<file path="src/rtl/cordic_pkg.sv">
// Shared definitions for the CORDIC result port slice.
// Holds the result-FSM state encoding and the default result/angle widths
// used by the interface, the FIFO wrapper and the top module.
package cordic_pkg;

    typedef enum logic {
        ST_IDLE = 1'b0,
        ST_RUN  = 1'b1
    } state_t;

    localparam int DATA_W_DEF  = 16;
    localparam int ANGLE_W_DEF = 16;

endpackage

</file>
<file path="src/rtl/cordic_result_port_if.sv">
// Result handshake bundle between the CORDIC result port and its consumer.
//   res_valid  head entry valid (producer -> consumer)
//   res_ready  consumer accepts head on res_valid && res_ready
//   res_angle  angle tag of head entry
//   res_cos    cos result of head entry
//   res_sin    sin result of head entry
// master: the result port; slave: the consumer (bus slave, DAC path).
interface cordic_result_port_if #(
    parameter int DATA_W  = cordic_pkg::DATA_W_DEF,
    parameter int ANGLE_W = cordic_pkg::ANGLE_W_DEF
);

    logic               res_valid;
    logic               res_ready;
    logic [ANGLE_W-1:0] res_angle;
    logic [DATA_W-1:0]  res_cos;
    logic [DATA_W-1:0]  res_sin;

    modport master (
        output res_valid,
        input  res_ready,
        output res_angle,
        output res_cos,
        output res_sin
    );

    modport slave (
        input  res_valid,
        output res_ready,
        input  res_angle,
        input  res_cos,
        input  res_sin
    );

endinterface

</file>
<file path="src/rtl/cordic_res_fifo2.sv">
// Two-entry FIFO holding packed {angle, cos, sin} results.
// Ports:
//   clk, rst   clock, async active-high reset
//   push, din  write request and data
//   pop        read request (head leaves on this edge)
//   dout       head entry (storage read, no extra latency)
//   full/empty occupancy flags, count = 0..2
// A push while full is accepted only if a pop happens on the same edge;
// otherwise it is discarded and the caller accounts for the drop.
module cordic_res_fifo2 #(
    parameter int W = 48
) (
    input  logic         clk,
    input  logic         rst,
    input  logic         push,
    input  logic         pop,
    input  logic [W-1:0] din,
    output logic [W-1:0] dout,
    output logic         full,
    output logic         empty,
    output logic [1:0]   count
);

    logic [W-1:0] mem [2];
    logic         wr_ptr;
    logic         rd_ptr;
    logic [1:0]   cnt;
    logic         do_push;
    logic         do_pop;

    assign do_pop  = pop && (cnt != 2'd0);
    // When full, the write slot equals the head slot; a simultaneous pop
    // frees it on the same edge, so the new entry lands at the tail.
    assign do_push = push && ((cnt != 2'd2) || do_pop);

    always_ff @(posedge clk or posedge rst) begin
        if (rst) begin
            mem[0] <= '0;
            mem[1] <= '0;
            wr_ptr <= 1'b0;
            rd_ptr <= 1'b0;
            cnt    <= 2'd0;
        end else begin
            if (do_push) begin
                mem[wr_ptr] <= din;
                wr_ptr      <= ~wr_ptr;
            end
            if (do_pop) begin
                rd_ptr <= ~rd_ptr;
            end
            case ({do_push, do_pop})
                2'b10:   cnt <= cnt + 2'd1;
                2'b01:   cnt <= cnt - 2'd1;
                default: cnt <= cnt;
            endcase
        end
    end

    assign dout  = mem[rd_ptr];
    assign full  = (cnt == 2'd2);
    assign empty = (cnt == 2'd0);
    assign count = cnt;

endmodule

</file>
<file path="src/rtl/cordic_result_port.sv">
// Downstream end of the CORDIC controller/datapath pair. Tracks each launched
// computation, captures {angle, cos, sin} on datapath done, and buffers up to
// two results for the consumer. Flags dropped results, aborts and timeouts.
// Ports:
//   clk, rst           clock, async active-high reset
//   cordic_rst         controller datapath reset; 1->0 launches a computation
//   done               datapath done (level)
//   angle              angle presented to the controller, tagged at launch
//   cos_in, sin_in     datapath results, valid while done=1
//   res                result handshake (master side)
//   busy               computation in flight
//   overrun, drop_cnt  sticky drop flag and saturating drop count
//   abort_p, timeout_p single-cycle event pulses
//
// state   | meaning
// --------+---------------------------------------------------------------
// ST_IDLE | waiting for a cordic_rst falling edge; done is ignored
// ST_RUN  | computation in flight; ends on done, cordic_rst or timeout
module cordic_result_port
    import cordic_pkg::*;
#(
    parameter int DATA_W  = DATA_W_DEF,
    parameter int ANGLE_W = ANGLE_W_DEF,
    parameter int TIMEOUT = 24,
    parameter int CNT_W   = 8
) (
    input  logic                 clk,
    input  logic                 rst,
    input  logic                 cordic_rst,
    input  logic                 done,
    input  logic [ANGLE_W-1:0]   angle,
    input  logic [DATA_W-1:0]    cos_in,
    input  logic [DATA_W-1:0]    sin_in,
    cordic_result_port_if.master res,
    output logic                 busy,
    output logic                 overrun,
    output logic [CNT_W-1:0]     drop_cnt,
    output logic                 abort_p,
    output logic                 timeout_p
);

    localparam int                FIFO_W    = ANGLE_W + 2 * DATA_W;
    localparam int                TICK_W    = $clog2(TIMEOUT);
    localparam logic [TICK_W-1:0] TICK_LAST = TICK_W'(TIMEOUT - 1);

    state_t             state;
    state_t             state_nxt;
    logic               cordic_rst_q;
    logic               start;
    logic [TICK_W-1:0]  tick;
    logic [ANGLE_W-1:0] tag;
    logic               push;
    logic               pop;
    logic               abort_nxt;
    logic               timeout_nxt;
    logic               drop;
    logic [FIFO_W-1:0]  fifo_dout;
    logic               fifo_full;
    logic               fifo_empty;
    logic [1:0]         fifo_count_unused;

    assign start = cordic_rst_q && !cordic_rst;

    always_comb begin
        state_nxt   = state;
        push        = 1'b0;
        abort_nxt   = 1'b0;
        timeout_nxt = 1'b0;
        case (state)
            ST_IDLE: begin
                if (start) begin
                    state_nxt = ST_RUN;
                end
            end
            ST_RUN: begin
                // done wins over a same-cycle abort or timeout
                if (done) begin
                    push      = 1'b1;
                    state_nxt = ST_IDLE;
                end else if (cordic_rst) begin
                    abort_nxt = 1'b1;
                    state_nxt = ST_IDLE;
                end else if (tick == TICK_LAST) begin
                    timeout_nxt = 1'b1;
                    state_nxt   = ST_IDLE;
                end
            end
            default: state_nxt = ST_IDLE;
        endcase
    end

    always_ff @(posedge clk or posedge rst) begin
        if (rst) begin
            state        <= ST_IDLE;
            cordic_rst_q <= 1'b0;
            tick         <= '0;
            tag          <= '0;
            abort_p      <= 1'b0;
            timeout_p    <= 1'b0;
        end else begin
            state        <= state_nxt;
            cordic_rst_q <= cordic_rst;
            abort_p      <= abort_nxt;
            timeout_p    <= timeout_nxt;
            if ((state == ST_IDLE) && start) begin
                tag  <= angle;
                tick <= '0;
            end else if ((state == ST_RUN) && (state_nxt == ST_RUN)) begin
                tick <= tick + 1'b1;
            end
        end
    end

    assign busy = (state == ST_RUN);

    assign pop  = res.res_ready && !fifo_empty;
    assign drop = push && fifo_full && !pop;

    always_ff @(posedge clk or posedge rst) begin
        if (rst) begin
            overrun  <= 1'b0;
            drop_cnt <= '0;
        end else if (drop) begin
            overrun <= 1'b1;
            if (drop_cnt != {CNT_W{1'b1}}) begin
                drop_cnt <= drop_cnt + 1'b1;
            end
        end
    end

    cordic_res_fifo2 #(
        .W(FIFO_W)
    ) u_fifo (
        .clk   (clk),
        .rst   (rst),
        .push  (push),
        .pop   (pop),
        .din   ({tag, cos_in, sin_in}),
        .dout  (fifo_dout),
        .full  (fifo_full),
        .empty (fifo_empty),
        .count (fifo_count_unused)
    );

    assign res.res_valid = !fifo_empty;
    assign res.res_angle = fifo_dout[FIFO_W-1 -: ANGLE_W];
    assign res.res_cos   = fifo_dout[2*DATA_W-1 -: DATA_W];
    assign res.res_sin   = fifo_dout[DATA_W-1:0];

endmodule

</file>
<file path="src/flat_wrapper.sv">
// flat-port wrapper written by rule: the top's interface ports become plain ports
module cordic_result_port_flat import cordic_pkg::*;
#(
    parameter int DATA_W  = DATA_W_DEF,
    parameter int ANGLE_W = ANGLE_W_DEF,
    parameter int TIMEOUT = 24,
    parameter int CNT_W   = 8
)
  (clk, rst, cordic_rst, done, angle, cos_in, sin_in, busy, overrun, drop_cnt, abort_p, timeout_p, res_res_valid, res_res_ready, res_res_angle, res_res_cos, res_res_sin);
  cordic_result_port_if #(.DATA_W(DATA_W), .ANGLE_W(ANGLE_W)) res_i ();
  input  logic clk;
  input  logic rst;
  input  logic cordic_rst;
  input  logic done;
  input  logic [ANGLE_W-1:0] angle;
  input  logic [DATA_W-1:0] cos_in;
  input  logic [DATA_W-1:0] sin_in;
  output logic busy;
  output logic overrun;
  output logic [CNT_W-1:0] drop_cnt;
  output logic abort_p;
  output logic timeout_p;
  output wire logic [$bits(res_i.res_valid)-1:0] res_res_valid;
  input wire logic [$bits(res_i.res_ready)-1:0] res_res_ready;
  output wire logic [$bits(res_i.res_angle)-1:0] res_res_angle;
  output wire logic [$bits(res_i.res_cos)-1:0] res_res_cos;
  output wire logic [$bits(res_i.res_sin)-1:0] res_res_sin;
  assign res_res_valid = res_i.res_valid;
  assign res_i.res_ready = res_res_ready;
  assign res_res_angle = res_i.res_angle;
  assign res_res_cos = res_i.res_cos;
  assign res_res_sin = res_i.res_sin;
  cordic_result_port #(.DATA_W(DATA_W), .ANGLE_W(ANGLE_W), .TIMEOUT(TIMEOUT), .CNT_W(CNT_W)) u_core (.clk(clk), .rst(rst), .cordic_rst(cordic_rst), .done(done), .angle(angle), .cos_in(cos_in), .sin_in(sin_in), .res(res_i), .busy(busy), .overrun(overrun), .drop_cnt(drop_cnt), .abort_p(abort_p), .timeout_p(timeout_p));
endmodule
</file>
<file path="config.mk">
export PLATFORM = sky130hd
export DESIGN_NAME = cordic_result_port_flat
export DESIGN_NICKNAME = d
export VERILOG_FILES = /design/src/rtl/cordic_pkg.sv /design/src/rtl/cordic_result_port_if.sv /design/src/rtl/cordic_res_fifo2.sv /design/src/rtl/cordic_result_port.sv /design/src/flat_wrapper.sv
export SDC_FILE = /design/constraint.sdc
export NUM_CORES = 1
export LEC_CHECK = 0
export ABC_AREA = 1
export CAP_MARGIN = 5
export CELL_PAD_IN_SITES_DETAIL_PLACEMENT = 1
export CELL_PAD_IN_SITES_GLOBAL_PLACEMENT = 1
export CORE_ASPECT_RATIO = 2
export CORE_MARGIN = 5
export CORE_UTILIZATION = 35
export CTS_BUF_LIST = sky130_fd_sc_hd__clkbuf_4 sky130_fd_sc_hd__clkbuf_8 sky130_fd_sc_hd__clkbuf_16
export CTS_CLUSTER_DIAMETER = 200
export DETAILED_ROUTE_END_ITERATION = 8
export MAX_ROUTING_LAYER = met4
export PLACE_DENSITY = 0.77
export SYNTH_ARGS = -nofsm -noshare
export SYNTH_HDL_FRONTEND = slang
export SYNTH_SLANG_ARGS = --single-unit
</file>
<file path="constraint.sdc">
create_clock -name clk -period 4.3 [get_ports clk]
set_input_delay 0.645 -clock clk [delete_from_list [all_inputs] [get_ports clk]]
set_output_delay 0.645 -clock clk [all_outputs]
set_load 0.02 [all_outputs]
</file>
==> summary.md <==
| Metric | Value |
|---|---|
| Switch share | `0.3681` |
| Multiplexer share of the synthesized area | `0` |
| Skew final | `7.963 ps` |
| Kind of critical path | `flip-flop to output pin` |
| Vias/cell | `4.862` |
| P_int | `3.722 mW` |
| Relative slew slack | `0.4208` |
| Netlist cell types | `24` |
| Worst Setup End Kind | `output pin` |
| Met3 Use GR | `0.03737` |
| Die Area | `20220 sq um` |
| Post-synthesis sequential area ratio | `0.5528` |
| Flop2flop setup slack | `2280 ps` |
| Quantity of gates resized following cts | `0` |
| First-pass GRT wire length | `27410 um` |
| TNS Setup | `0 ps` |
| Port Buf Inserts | `113` |
| CP Max Fanout | `48` |
| Mean Syn Cell Area | `8.275 sq um` |
| Wire length per cell | `15.73 um` |
| WP data required | `3650 ps` |
| Layer with the highest usage | `met2` |
| Fill count | `2080` |
| R2R cell count | `7` |
| Global-route met1 utilization | `0.1854` |
| Clk sinks | `134` |
| Final setup fails | `0` |
| DR iter-0 viols | `174` |
| Synth warnings | `0` |
| Post-Synth XOR/XNOR Area | `0.008663` |
| Postcts setup bufs | `0` |
| Largest net degree at the start of global routing | `79` |
| First-pass DRT Iterations | `4` |
| Post-synthesis register bit count | `134` |
| Critical Path AT | `2570 ps` |
| # hold bufs at CTS | `0` |
| Crit path launch type | `flip-flop` |
| Tot GR Track Use | `0.1795` |
| Complex-gate fraction of the synthesized area | `0.1300` |
| Min cycle time layout | `3215 ps` |
| Tcrit/Tclk final | `0.7476` |
| Cell family contributing the most delay on the critical path | `buffers and inverters` |
| CTS Buf Count | `17` |
| Max_cap viols | `0` |
| Dpl hpwl | `11310 um` |
| Hold Crit Depth | `1` |
| Largest family of logic cells by synthesized area | `simple AND/OR/NAND/NOR gates` |
| RePlAce Congestion | `0.7853` |
| RSZ-0062 raised after global routing | `no` |
| Starting Density | `0.3529` |
| CP Cell Sequence | `buf_4, nand2_1, o21ai_0, clkdlybuf4s50_1` |
| Clk_lat worst skew | `420 ps` |
| CTS tree | `yes` |
| Post-route DRC | `0` |
| ANT nets after route | `0` |
| Slew Limit Fails | `0` |
| Post-Route WL | `16600 um` |
| Comb power frac | `0.387` |
| Worst VDD drop | `0.3093 mV` |
| Levels on crit path | `4` |
| Io pins | `114` |
| PwrDens | `742.2 nW/um^2` |
| Die Span Y | `196.2 um` |
| Final Hold Viols | `0` |
| Clock Power Share | `0.265` |
| Area Overhead vs Synth | `30.84%` |
| Die Wd | `103.1 um` |
| Syn_nets | `789` |
| Core Area | `17190 sq um` |
| P_sw | `2.168 mW` |
| CP peak stage delay | `870 ps` |
| Share of layout cells above drive strength 1 | `0.08057` |
| Vias post-DR | `5129` |
| Vias in the first global route | `5543` |
| CP max-delay cell | `dfrtp_2` |
| Adder-cell share of the synthesized area | `0.006188` |
| Instance count of the mapped netlist | `733` |
| Post-Synth Simple-Gate Area | `0.2234` |
| CTS max path bufs | `2` |
| Cell Rows | `68` |
| Sequential power share | `0.348` |
| Worst Path Buf+Inv | `2` |
| Worst-path clk slew | `60 ps` |
| Dpl ws | `1476 ps` |
| Min-Delay Path Class | `flip-flop to flip-flop` |
| F_max | `311.1 MHz` |
| Clk root buf | `clkbuf_16` |
| Total gr overflow | `0` |
| Htree depth | `4` |
| Post-route setup slack | `1085 ps` |
| Worst slew pin tran | `867.5 ps` |
| Status | `finished, final reports clean` |
| Nets@finish | `887` |
| Mapped Area | `6066 sq um` |
| Initial antenna violation count | `1` |
| GR Util met2 | `0.3181` |
| Lkg Pwr | `3.728 nW` |
[power groups by stage]
stage / Combinational [mW] / Sequential [mW] / Clock (mW)
global placement: 2.27 / 2.05 / 0
finish: 2.28 / 2.05 / 1.56
global route: 2.53 / 2.11 / 1.65
floorplan: 1.38 / 1.96 / 0
detailed placement: 2.32 / 2.07 / 0
CTS: 2.34 / 2.05 / 1.59
[through the flow]
stage / hold WS [ps] / util / instance area (sq um) / std cells / power (mW)
after global placement: 461.7 / 0.4246 / 7297 / 1022 / 4.319
final: 467.8 / 0.4618 / 7936 / 1055 / 5.890
after CTS: 477.9 / 0.4616 / 7934 / 1054 / 5.985
after floorplan: 446.4 / - / 6066 / 733 / 3.332
after global routing: 502.9 / 0.4618 / 7936 / 1055 / 6.295
after detailed placement: 457.7 / 0.4246 / 7297 / 1022 / 4.395
[path summary, 6_finish.rpt]
kind | start | to
max | u_core.u_fifo.rd_ptr$_DFFE_PP0P_ | res_res_cos[15]
min | u_core.overrun$_DFFE_PP0P_ | u_core.overrun$_DFFE_PP0P_
max reg2reg | u_core.u_fifo.count[0]$_DFFE_PP0P_ | u_core.u_fifo.mem[81]$_DFFE_PP0P_
min reg2reg | u_core.overrun$_DFFE_PP0P_ | u_core.overrun$_DFFE_PP0P_
max in group asynchronous | rst | u_core.u_fifo.mem[83]$_DFFE_PP0P_
min in group asynchronous | rst | u_core.abort_p$_DFF_PP0_
[cell families after synthesis]
family | after synthesis
compound gates | 150
simple gates | 335
fa+ha+maj | 3
flops | 134
buf+inv | 105
xor+xnor | 6
[flip-flops by register name, summed over array words and instances (netlist names)]
signal / count
u_core.cordic_rst_q: 1
u_core.u_fifo.count: 2
u_core.u_fifo.mem: 96
u_core.u_fifo.rd_ptr: 1
u_core.drop_cnt: 8
u_core.overrun: 1
u_core.tick: 5
u_core.tag: 16
u_core.u_fifo.wr_ptr: 1
u_core.busy: 1
u_core.timeout_p: 1
u_core.abort_p: 1
[metal layers]
layer	share of wire	wire [um]	vias up
met3	0.042	705	32
met5	0	0	-
met4	0.030	492	0
met2	0.56	9318	95
li1	-	-	2488
met1	0.37	6080	2514
[Yosys cell counts]
library cell  number  area (sq um)
o21ai_0           99         495.5
xnor2_1            4         35.03
a21oi_1            2         10.01
inv_1             62         232.7
nor2_8             2         40.04
nand2_4            1         11.26
nand2_2           10         62.56
nand4_1            1         6.260
dfrtp_1          134          3353
ha_1               3         37.54
clkinv_1           1         3.750
o21ai_1           39         195.2
buf_2             14         70.07
buf_6              9         101.4
inv_2              3         11.26
or2_2              2         12.51
clkbuf_1          16         60.06
nor3_1             2         10.01
o21ai_2           10         87.58
nor2_1            17         63.81
nand3_2            1         10.01
nand2_1          286          1074
nand3_1           13         65.06
xor2_1             2         17.52
[placed cells by master (no fill, tap or decap), types with 2 or more instances in the layout]
cell type / count
clkinv_2: 2
inv_2: 3
clkbuf_16: 17
buf_12: 2
o21ai_2: 10
nor3_1: 2
clkdlybuf4s50_1: 113
nor2_8: 2
xnor2_1: 4
clkinvlp_4: 5
buf_4: 3
clkbuf_8: 2
nand2_2: 10
o21ai_0: 99
ha_1: 3
xor2_1: 2
o21ai_1: 39
nor2_1: 17
inv_1: 61
bufinv_16: 4
dfrtp_1: 133
a21oi_1: 2
or2_2: 2
nand3_1: 13
nand2_1: 286
[area by class of cell]
| cell class | count | area (sq um) | share of cell area |
|---|---|---|---|
| Clock inverter | 12 | 176.4 | 0.02223 |
| Timing Repair Buffer | 118 | 1194 | 0.1504 |
| Tap cell | 210 | 262.8 | 0.03311 |
| Inverter | 66 | 252.7 | 0.03185 |
| Sequential cell | 134 | 3354 | 0.4227 |
| Multi-Input combinational cell | 494 | 2233 | 0.2814 |
| Antenna cell | 1 | 2.502 | 0.0003153 |
| Clock buffer | 20 | 460.4 | 0.05802 |
No activity file was read; power rests on OpenSTA's default activity.
==> RTL edit 1: new RTL, same flow settings <==
`CNT_W` is set to 8 in 2 places; all go to 6.
--- a/src/rtl/cordic_result_port.sv
+++ b/src/rtl/cordic_result_port.sv
@@ -23,5 +23,5 @@
     parameter int ANGLE_W = ANGLE_W_DEF,
     parameter int TIMEOUT = 24,
-    parameter int CNT_W   = 8
+    parameter int CNT_W   = 6
 ) (
     input  logic                 clk,
--- a/src/flat_wrapper.sv
+++ b/src/flat_wrapper.sv
@@ -5,5 +5,5 @@
     parameter int ANGLE_W = ANGLE_W_DEF,
     parameter int TIMEOUT = 24,
-    parameter int CNT_W   = 8
+    parameter int CNT_W   = 6
 )
   (clk, rst, cordic_rst, done, angle, cos_in, sin_in, busy, overrun, drop_cnt, abort_p, timeout_p, res_res_valid, res_res_ready, res_res_angle, res_res_cos, res_res_sin);
Ports: changed (resized drop_cnt); port bits go from 114 to 112. The function was not compared with the original's and may differ.
==> RTL edit 1 against the unedited design <==
Sequential power about the same; cell area decreased by 3.9%; area after synthesis decreased by 4.1%; setup slack got worse by 0.11 ns; sequential cell count decreased by 2; critical path depth unchanged; wire length increased by 3.7%; clock skew decreased by 0.0013 ns; power decreased by 1.4%; fmax decreased by 3.2%; critical endpoint is now res_res_sin[0]; largest cell class unchanged; largest power group unchanged.
==> RTL edit 1: results (changes against the unedited design) <==
Drt
  – 1st-pass router iterations: 4 (unchanged)
  – Met3 wire len: 528 um (-25%)
  – Total number of vias: 5120 (-0.18%)
  – Wirelength per Cell: 16.97 um (+7.8%)
  – M1 WL: 6264 um (+3.0%)
  – Drt initial violations: 135 (-22%)
  – Metal2 WL: 9777 um (+4.9%)

Finish
  – Ant diodes: 0 (-1)
  – Top flop regs: u_core.u_fifo.mem (96), u_core.tag (16), u_core.drop_cnt (6)
  – Final Non-Filler Cells: 1014 (-3.9%)
  – Layout cell share with drive strength beyond 1: 0.05802 (-0.02254)
  – Final net count: 853 (-3.8%)
  – FILL cells: 1954 (-6.1%)

GRT
  – GRT Total Usage: 0.1914 (+0.01200)
  – Vias in the first global route: 5701 (+2.9%)
  – Grt met3 use: 0.03437 (-0.002996)
  – Initial antenna violation count: 0 (-1)
  – Largest net degree at the start of global routing: 68 (-14%)
  – GR Layer Usage met1: 0.1905 (+0.005087)
  – First-pass GRT wire length: 28210 um (+2.9%)
  – Met2 Resource Use GR: 0.3524 (+0.03434)

Worst setup path
  – Worst-path fanout max: 54 (+13%)
  – Cell count of the worst reg-to-reg path: 6 (-1)
  – Crit-path slowest cell: dfrtp_2
  – Flop2flop setup slack: 1.91 ns (-0.37 ns)
  – CP endpoint: res_res_sin[0]
  – Crit-path max cell delay: 0.97 ns (+0.10 ns)
  – FF-to-FF End: u_core.u_fifo.mem[36]$_DFFE_PP0P_
  – Worst endpoint data arrival time: 2.68 ns (+0.11 ns)

CTS
  – Clk_lat worst skew: 0.42 ns (about the same)
  – Clock buffer depth: 2 (unchanged)
  – Max H-tree Level: 4 (unchanged)

Yosys
  – Syn_nets: 757 (-4.1%)
  – Synth warn: 0 (unchanged)
  – Compound-Gate Fraction of Synth Area: 0.1290 (-0.0009182)
  – Register bit total from synthesis: 132 (-1.5%)
  – Syn Inst Count: 701 (-4.4%)
  – Sequential fraction of the synthesis area: 0.5677 (+0.01494)
  – Distinct cells, synth: 23 (-4.2%)
  – Synth area leaders: dfrtp_1, nand2_1, o21ai_0
  – XOR/XNOR Fraction of Synth Area: 0.01054 (+0.001874)
  – Synth top cells by count: nand2_1, dfrtp_1, o21ai_0
  – Fraction of the mapped netlist area in adder cells: 0.006452 (+0.0002635)

Placed design
  – DP Cell Count: 982 (-3.9%)
  – Final GP Congestion: 0.7874 (+0.27%)
  – Pre-CTS setup slack: 1.157 ns (-0.3187 ns)
  – PortBufs: 111 (-1.8%)
  – Area post-placement: 7015 sq um (-3.9%)
  – Hpwl dp: 11770 um (+4.1%)

Timing
  – Clk_skew: 0.006681 ns (-0.001282 ns)
  – Worst Hold Margin: 0.4709 ns (+0.003076 ns)
  – Fin crit period: 3.320 ns (+0.1055 ns)
  – Slew headroom: 0.2088 (-0.2121)

Status
  – Run status: finished, final reports clean

Pwr
  – VDD IR max: 289.8 uV (-6.3%)
  – P_leak: 3.560 nW (-4.5%)

Hold path
  – Hold Path Class: reg2reg
==> RTL edit 1: changes by cell type after synthesis, moves of 5 or more <==
cell | unedited run | this run
o21ai_1 | 39 | 51
nand2_2 | 10 | 0
o21ai_2 | 10 | 0
nand2_1 | 286 | 277
inv_1 | 62 | 57
nor2_1 | 17 | 12
==> RTL edit 1: cell families after synthesis <==
group / after synthesis
AOI/OAI and AO/OA: 150
xor gates and xnor gates: 7
adders and majority gates: 3
buffers and inverters: 100
DFF: 132
and+or+nand+nor: 309
==> RTL edit 1: cell type report <==
class	instances	area, sq um	area share
clock inverter	14	178.9	0.02346
timing repair buffer	116	1161	0.1522
tap	204	255.2	0.03346
sequential	132	3304	0.4332
multi-input combinational	469	2063	0.2705
clock buffer	18	432.9	0.05676
inverter	61	231.5	0.03035
==> RTL edit 1: power breakdown <==
group          total (mW)  switching, mW  internal, mW
combinational        2.27           1.33         0.942
clock                1.49          0.568         0.924
sequential           2.05          0.313          1.74
==> RTL edit 2: new RTL, config.mk and constraints unchanged <==
Without the edit above. Reset style: synchronous (`rst`), changed in 3 clocked blocks. Comments in the files are not updated.
--- a/src/rtl/cordic_res_fifo2.sv
+++ b/src/rtl/cordic_res_fifo2.sv
@@ -34,5 +34,5 @@
     assign do_push = push && ((cnt != 2'd2) || do_pop);
 
-    always_ff @(posedge clk or posedge rst) begin
+    always_ff @(posedge clk) begin
         if (rst) begin
             mem[0] <= '0;
--- a/src/rtl/cordic_result_port.sv
+++ b/src/rtl/cordic_result_port.sv
@@ -90,5 +90,5 @@
     end
 
-    always_ff @(posedge clk or posedge rst) begin
+    always_ff @(posedge clk) begin
         if (rst) begin
             state        <= ST_IDLE;
@@ -117,5 +117,5 @@
     assign drop = push && fifo_full && !pop;
 
-    always_ff @(posedge clk or posedge rst) begin
+    always_ff @(posedge clk) begin
         if (rst) begin
             overrun  <= 1'b0;
Formal check against the unedited RTL: differs if rst is asserted again (counterexample within 4 cycles, from zero or initial values and one cycle with rst high); with rst held inactive, the same outputs for 4 cycles.
==> RTL edit 2 against the unedited design <==
Count of clock-buffer cells in the layout decreased by 3; register-to-register slack got worse by 0.07 ns; sequential cell count increased by 1; area after synthesis decreased by 4.9%; setup slack improved by 0.018 ns; wire length decreased by 13%; cell area decreased by 3.0%; highest routed layer unchanged.
Power is not compared: it rests on default switching activity, and its combinational part moved more than twofold at a synthesized area within 25%.
==> RTL edit 2: results (changes against the unedited design) <==
Placed design
  – Pre-CTS setup slack: 1.253 ns (-0.2230 ns)
  – Hpwl dp: 10310 um (-8.8%)
  – Area post-placement: 7077 sq um (-3.0%)
  – DP Cell Count: 826 (-19%)
  – Final GP Congestion: 0.8352 (+6.4%)

Timing
  – Clk_skew: 0.01278 ns (+0.004819 ns)
  – Least-Margin Pin Slew: 1.158 ns (+0.2910 ns)

Worst setup path
  – Crit-path max cell delay: 1.08 ns (+0.21 ns)
  – Cell family with the largest share of critical-path delay: flip-flops
  – Worst endpoint data arrival time: 2.55 ns (-0.02 ns)
  – Worst-path fanout max: 48 (unchanged)
  – Crit-path slowest cell: dfxtp_2

Yosys
  – Synth Flop Type: edfxtp_1
  – Synth top cells by count: nor2_1, edfxtp_1, inv_1
  – XOR/XNOR Fraction of Synth Area: 0.007589 (-0.001074)
  – Async S/R FF share, synth: 0 (-1.000)
  – Synth area leaders: edfxtp_1, dfxtp_1, mux2_2
  – Distinct cells, synth: 32 (+33%)
  – Fraction of the mapped netlist area in adder cells: 0.004337 (-0.001852)
  – Post-synthesis mux area share: 0.09367 (+0.09367)
  – Syn Inst Count: 523 (-29%)
  – Compound-Gate Fraction of Synth Area: 0.04271 (-0.08724)
  – Number of flops mapped to enable cells by yosys: 96 (+96)
  – Syn_nets: 578 (-27%)

Pwr
  – VDD IR max: 277.0 uV
  – P_leak: 2.957 nW

GRT
  – Grt met3 use: 0.03490 (-0.002470)
  – Initial antenna violation count: 0 (-1)
  – Largest net degree at the start of global routing: 50 (-37%)
  – Vias in the first global route: 4512 (-19%)
  – GRT Total Usage: 0.1602 (-0.01926)
  – Grt peak-use layer: met2
  – First-pass GRT wire length: 22550 um (-18%)
  – GR Layer Usage met1: 0.1466 (-0.03878)

Drt
  – M1 WL: 4911 um (-19%)
  – Metal2 WL: 8800 um (-5.6%)
  – Met3 wire len: 491 um (-30%)
  – Total number of vias: 4040 (-21%)
  – Drt initial violations: 132 (-24%)
  – Wirelength per Cell: 16.93 um (+7.6%)

Finish
  – Layout cell share with drive strength beyond 1: 0.1746 (+0.09401)
  – Final Non-Filler Cells: 857 (-19%)
  – Final net count: 696 (-22%)
  – Ant diodes: 0 (-1)

Status
  – Run status: finished, final reports clean

Hold path
  – Hold Path Class: reg2reg
==> RTL edit 2: cell types whose count changed after synthesis, moves of 48 or more <==
cell | unedited run | this run
nand2_1 | 286 | 45
dfrtp_1 | 134 | 0
nor2_1 | 17 | 101
o21ai_0 | 99 | 20
mux2_2 | 0 | 48
edfxtp_1 | 0 | 96
==> RTL edit 2: area by class of cell <==
cell class	count	area [sq um]
repair buffers	120	1184
well taps	204	255.2
flip-flops and latches	135	3665
inverters	69	260.3
fillers	1768	8568
clock inverters	14	197.7
clock buffers	17	425.4
multi-input cells	298	1713
==> RTL edit 2: final timing paths <==
kind	from	end	slack [ns]	cells past startpoint
hold reg to reg	u_core.u_fifo.rd_ptr$_SDFFE_PP0P_	register	0.49	2
setup reg to reg	u_core.busy$_SDFF_PP0_	u_core.u_fifo.mem[0][22]$_SDFFCE_PN0P_	2.21	7
hold / removal	u_core.u_fifo.rd_ptr$_SDFFE_PP0P_	register	0.49	2
setup / recovery	register	res_res_angle[13]	1.10	2
